--- src/rtl/frame_sched_pkg.sv ---
// Shared defaults and width helper for the servo frame step scheduler.
package frame_sched_pkg;

  localparam int unsigned FRAME_CYCLES_20MS_50MHZ = 1000000;
  localparam int unsigned DEF_N_CH                = 4;
  localparam int unsigned DEF_DIV_W               = 8;
  localparam int unsigned DEF_STEP_DEPTH          = 16;

  // Counter width for a modulus n, never narrower than one bit.
  function automatic int unsigned cnt_width(input int unsigned n);
    return (n <= 2) ? 1 : $clog2(n);
  endfunction

endpackage

--- src/rtl/frame_prescaler.sv ---
// Servo frame prescaler: one-cycle frame_tick every FRAME_CYCLES advancing cycles.
module frame_prescaler
  import frame_sched_pkg::*;
#(
  parameter int unsigned FRAME_CYCLES = FRAME_CYCLES_20MS_50MHZ
) (
  input  logic CLK,
  input  logic RST,
  input  logic run,
  input  logic sync,
  output logic frame_evt,
  output logic frame_tick
);

  localparam int unsigned FCNT_W = cnt_width(FRAME_CYCLES);
  localparam logic [FCNT_W-1:0] LAST = FCNT_W'(FRAME_CYCLES - 1);

  logic [FCNT_W-1:0] r_fcnt;
  logic              r_frame_tick;
  logic              w_last;

  assign w_last     = (r_fcnt == LAST);
  // Strobe for the edge that produces frame_tick, so channel pulses line up with it.
  assign frame_evt  = run & ~sync & w_last;
  assign frame_tick = r_frame_tick;

  always_ff @(posedge CLK) begin
    if (RST || sync) begin
      r_fcnt       <= '0;
      r_frame_tick <= 1'b0;
    end else if (!run) begin
      r_frame_tick <= 1'b0;
    end else if (w_last) begin
      r_fcnt       <= '0;
      r_frame_tick <= 1'b1;
    end else begin
      r_fcnt       <= r_fcnt + 1'b1;
      r_frame_tick <= 1'b0;
    end
  end

endmodule

--- src/rtl/frame_step_scheduler.sv ---
// Multi-channel frame-rate step-enable generator; channel i pulses every div[i]+1 frames.
// Optional per-channel step index output when STEP_CNT_EN is defined.
module frame_step_scheduler
  import frame_sched_pkg::*;
#(
  parameter int unsigned FRAME_CYCLES = FRAME_CYCLES_20MS_50MHZ,
  parameter int unsigned N_CH         = DEF_N_CH,
  parameter int unsigned DIV_W        = DEF_DIV_W
`ifdef STEP_CNT_EN
  ,
  parameter int unsigned STEP_DEPTH   = DEF_STEP_DEPTH
`endif
) (
  input  logic                  CLK,
  input  logic                  RST,
  input  logic                  run,
  input  logic                  sync,
  input  logic [N_CH-1:0]       ch_en,
  input  logic [N_CH*DIV_W-1:0] div_in,
  output logic                  frame_tick,
  output logic [N_CH-1:0]       habilitador
`ifdef STEP_CNT_EN
  ,
  output logic [N_CH*cnt_width(STEP_DEPTH)-1:0] step_idx
`endif
);

  logic w_frame_evt;

  frame_prescaler #(
    .FRAME_CYCLES(FRAME_CYCLES)
  ) u_prescaler (
    .CLK       (CLK),
    .RST       (RST),
    .run       (run),
    .sync      (sync),
    .frame_evt (w_frame_evt),
    .frame_tick(frame_tick)
  );

  for (genvar i = 0; i < N_CH; i++) begin : g_ch
    logic [DIV_W-1:0] r_cnt;
    logic             r_hab;
    logic [DIV_W-1:0] w_div;
    logic             w_fire;

    assign w_div  = div_in[i*DIV_W +: DIV_W];
    // >= so a divisor lowered below the running count fires instead of wrapping.
    assign w_fire = w_frame_evt & ch_en[i] & (r_cnt >= w_div);
    assign habilitador[i] = r_hab;

    always_ff @(posedge CLK) begin
      if (RST || sync) begin
        r_cnt <= '0;
        r_hab <= 1'b0;
      end else if (w_frame_evt) begin
        if (!ch_en[i]) begin
          r_cnt <= '0;
          r_hab <= 1'b0;
        end else if (w_fire) begin
          r_cnt <= '0;
          r_hab <= 1'b1;
        end else begin
          r_cnt <= r_cnt + 1'b1;
          r_hab <= 1'b0;
        end
      end else begin
        r_hab <= 1'b0;
      end
    end

`ifdef STEP_CNT_EN
    localparam int unsigned STEP_W = cnt_width(STEP_DEPTH);
    localparam logic [STEP_W-1:0] STEP_LAST = STEP_W'(STEP_DEPTH - 1);

    logic [STEP_W-1:0] r_step;

    assign step_idx[i*STEP_W +: STEP_W] = r_step;

    always_ff @(posedge CLK) begin
      if (RST || sync) begin
        r_step <= '0;
      end else if (w_fire) begin
        r_step <= (r_step == STEP_LAST) ? '0 : r_step + 1'b1;
      end
    end
`endif
  end

endmodule

--- config.mk ---
export PLATFORM = sky130hd
export DESIGN_NAME = frame_step_scheduler
export DESIGN_NICKNAME = d
export VERILOG_FILES = /design/src/rtl/frame_sched_pkg.sv /design/src/rtl/frame_prescaler.sv /design/src/rtl/frame_step_scheduler.sv
export SDC_FILE = /design/constraint.sdc
export NUM_CORES = 1
export LEC_CHECK = 0
export BUFFER_PORTS_ARGS = -buffer_cell sky130_fd_sc_hd__clkbuf_2
export CORE_UTILIZATION = 30
export DETAILED_ROUTE_END_ITERATION = 12
export GPL_ROUTABILITY_DRIVEN = 1
export PLACE_DENSITY = 0.52
export SYNTH_ARGS = -nofsm -noshare
export SYNTH_HDL_FRONTEND = slang
export SYNTH_SLANG_ARGS = --single-unit
--- constraint.sdc ---
create_clock -name CLK -period 2.5 [get_ports CLK]
set_clock_uncertainty 0.05 [all_clocks]
set_input_delay 0.5 -clock CLK [delete_from_list [all_inputs] [get_ports CLK]]
set_output_delay 0.5 -clock CLK [all_outputs]
set_load 0.02 [all_outputs]
==> results.toml <==
[drt]
drtAntennaViolNets = 0
met2_wirelength_mm = 3.831
firstDrtPassIters = 8
highest_layer = "met4"
routed-wl-met3_um = 228
drcViolationCount = 4
wire_per_inst_um = 12.15
routed_wl_mm = 7.858
m1WireLength_mm = 3.720
viasPerCell = 4.864
vias = 3147
drtIter0Drc = 132

[critical_path]
crit_end = "g_ch[0].r_cnt[5]"
endpoint_kind = "flip-flop"
timing.reg2reg.setup_slack_ps = 390
ff2ff_path_depth = 7
cp.required_ps = 2680
critPathKind = "flip-flop to flip-flop"
crit_path_max_fanout = 12
crit_arrival_ps = 2290
reg2reg_to = "g_ch[0].r_cnt[5]"
critPathLaunch = "u_prescaler.r_fcnt[0]"
r2r_start = "u_prescaler.r_fcnt[0]"
worstSetupStartpointType = "flip-flop"

[timing]
fin_crit_sh = 0.8436
worst_pin_slew_ps = 717.1
clock.fmax_ghz = 0.4742
hold_violations = 0
finalSetupTns_ps = 0
rsz0062_at_grt = "false"
finalSetupViolCount = 0
period_needed_ps = 2109
holdWs_ps = 355.0
relSlewSlack = 0.5220
drv_slew = 0

[power_and_ir_drop]
total_power_mw = 2.334
irDropWorstVdd_v = 0.0003098
p_leak_nw = 1.774
p_comb_frac = 0.054
p_clk_frac = 0.555
p_per_area_nw_per_um2 = 546.1
switching_share = 0.2141
power.internal_mw = 1.834
p_sw_mw = 0.4995
p_seq_frac = 0.391

[cts]
cts-root-buf = "clkbuf_16"
clk_pin_slew_worst_paths_ps = 50
cts_tree = "built"
htree_levels = 3
worstSkewPairLatency_ps = 330
clk_path_buf_depth = 2
post_cts_buffers = 0
ctsHoldBuffers = 0
cts_resized = 0
cts_buffers = 9
clock_sinks = 57

[outcome]
violations = "design-rule violations"
status = "finished, violations left"

[yosys]
ys.flop_type = "dfxtp_1"
avgSynthCellArea_um2 = 7.979
ys_async_sr_fraction = 0
synth_cell_types = 43
synth-seq-cells = 57
synth_cells = 451
synth-seq-area-share = 0.3171
synth-edff-count = 0
syn-num-nets = 528
synthesis.area_um2 = 3598
synth_warnings = 0

[cells_and_area]
final_core_util = 0.3695
layout.nets = 576
final_common_cell = "dfxtp_1"
area_growth_pct = 18.74
design_area_um2 = 4273
final_cell_mix = "dfxtp_1 (57), nand2_1 (49), inv_1 (48)"
drive_gt1_frac = 0.1766
insertedDiodeCount = 0

[global_route]
grt_pass1_wl_mm = 13.77
track_usage = 0.1360
grt_pass1_vias = 3107
grt_max_degree = 35
overflow = 0
antenna_found_initial = 0

[worst_hold_path]
hold_path.class = "primary input to flip-flop"

[die]
initial_core_util = 0.3112
die_y_um = 111.5
ios = 45
core-area_um2 = 11560
rows = 39
die_x_um = 111.5
die_area_um2 = 12440

[placed_design]
io_buffers = 44
placed_area_um2 = 3960
dp_hpwl_mm = 5.712
gp_congestion = 0.7290

[flow_run]
drv_cap = 0
## worst min path at each step
| stage | startpoint | endpoint | slack [ps] | depth (start not counted) |
|---|---|---|---|---|
| final | ch_en[3] | g_ch[3].r_hab | 350 | 3 |
| after global routing | ch_en[3] | g_ch[3].r_hab | 370 | 3 |
| after CTS | ch_en[3] | g_ch[3].r_hab | 350 | 3 |
| after detailed placement | g_ch[2].r_cnt[0] | g_ch[2].r_cnt[0] | 430 | 2 |
| after global placement | g_ch[1].r_cnt[0] | g_ch[1].r_cnt[0] | 430 | 2 |
| after floorplan | g_ch[0].r_cnt[1] | g_ch[0].r_cnt[1] | 420 | 2 |
## metal layers
layer	GRT usage	up-vias
met1	0.1596	1442
met3	0.03375	8
met4	0.04505	0
met5	0	-
met2	0.2413	34
li1	-	1663
## logic make-up (layout without fill, tap and decap cells)
group | count (synthesis) | after routing | share of synthesized area
flops | 57 | 57 | 0.3171
buf+inv | 67 | 120 | 0.08553
mux | 1 | 1 | 0.002782
fa+ha+maj | 37 | 37 | 0.1286
xor+xnor | 19 | 19 | 0.04624
compound gates | 92 | 92 | 0.1627
simple gates | 178 | 178 | 0.2570
## per-stage QoR
step | cells | setup slack, ps
4_1_cts | 647 | 374.1
2_1_floorplan | 451 | 459.8
5_1_grt | 647 | 246.2
6_report | 647 | 391.1
3_3_place_gp | 631 | 291.5
3_5_place_dp | 631 | 213.8
## synth_stat cells (2+ instances only)
| master | n | area share |
|---|---|---|
| a211oi_1 | 8 | 0.017 |
| a21oi_1 | 36 | 0.050 |
| a22oi_1 | 8 | 0.017 |
| a311oi_2 | 4 | 0.017 |
| a31oi_1 | 4 | 0.0070 |
| a41oi_1 | 4 | 0.0097 |
| and2_1 | 6 | 0.010 |
| and3_1 | 2 | 0.0035 |
| and4_1 | 3 | 0.0073 |
| buf_2 | 5 | 0.0070 |
| buf_4 | 5 | 0.010 |
| buf_6 | 2 | 0.0063 |
| clkbuf_1 | 6 | 0.0063 |
| dfxtp_1 | 57 | 0.32 |
| ha_1 | 37 | 0.13 |
| inv_1 | 48 | 0.050 |
| nand2_1 | 49 | 0.051 |
| nand2_2 | 2 | 0.0035 |
| nand3_1 | 29 | 0.040 |
| nand3b_1 | 5 | 0.010 |
| nand4_1 | 3 | 0.0052 |
| nor2_1 | 35 | 0.037 |
| nor2b_1 | 4 | 0.0070 |
| nor3_1 | 5 | 0.0070 |
| nor4_1 | 4 | 0.0070 |
| nor4b_1 | 2 | 0.0049 |
| o21a_1 | 4 | 0.0083 |
| o21ai_0 | 12 | 0.017 |
| o22ai_1 | 12 | 0.021 |
| or2_2 | 9 | 0.016 |
| or3_1 | 12 | 0.021 |
| xnor2_1 | 9 | 0.022 |
| xor2_1 | 10 | 0.024 |
## critical path, cell delays in order (launching register included)
cell and delay [ps]:
dfxtp_1 360, ha_1 230, nand4_4 180, nor4_4 390, and2_1 200, buf_4 220
a31oi_1 130, a311oi_2 240
## power by group through the flow
stage	clock [mW]	combinational [mW]	sequential, mW
after floorplan	0	0.0711	0.930
after global placement	0	0.124	0.930
after detailed placement	0	0.128	0.930
after CTS	1.32	0.129	0.911
after global routing	1.36	0.146	0.911
final	1.30	0.126	0.911
## registers in the layout (all words and copies together) (netlist names)
register / flops
u_prescaler.frame_tick: 1
u_prescaler.r_fcnt: 20
g_ch.r_hab: 4
g_ch.r_cnt: 32
## cell type report
cell class / count / area [um^2]
clock inverters: 5 / 80.08
fillers: 1201 / 7292
multi-input cells: 327 / 2150
well taps: 143 / 178.9
repair buffers: 56 / 310.3
flip-flops and latches: 57 / 1141
inverters: 48 / 180.2
clock buffers: 11 / 232.7
(Power assumes the default switching activity.)
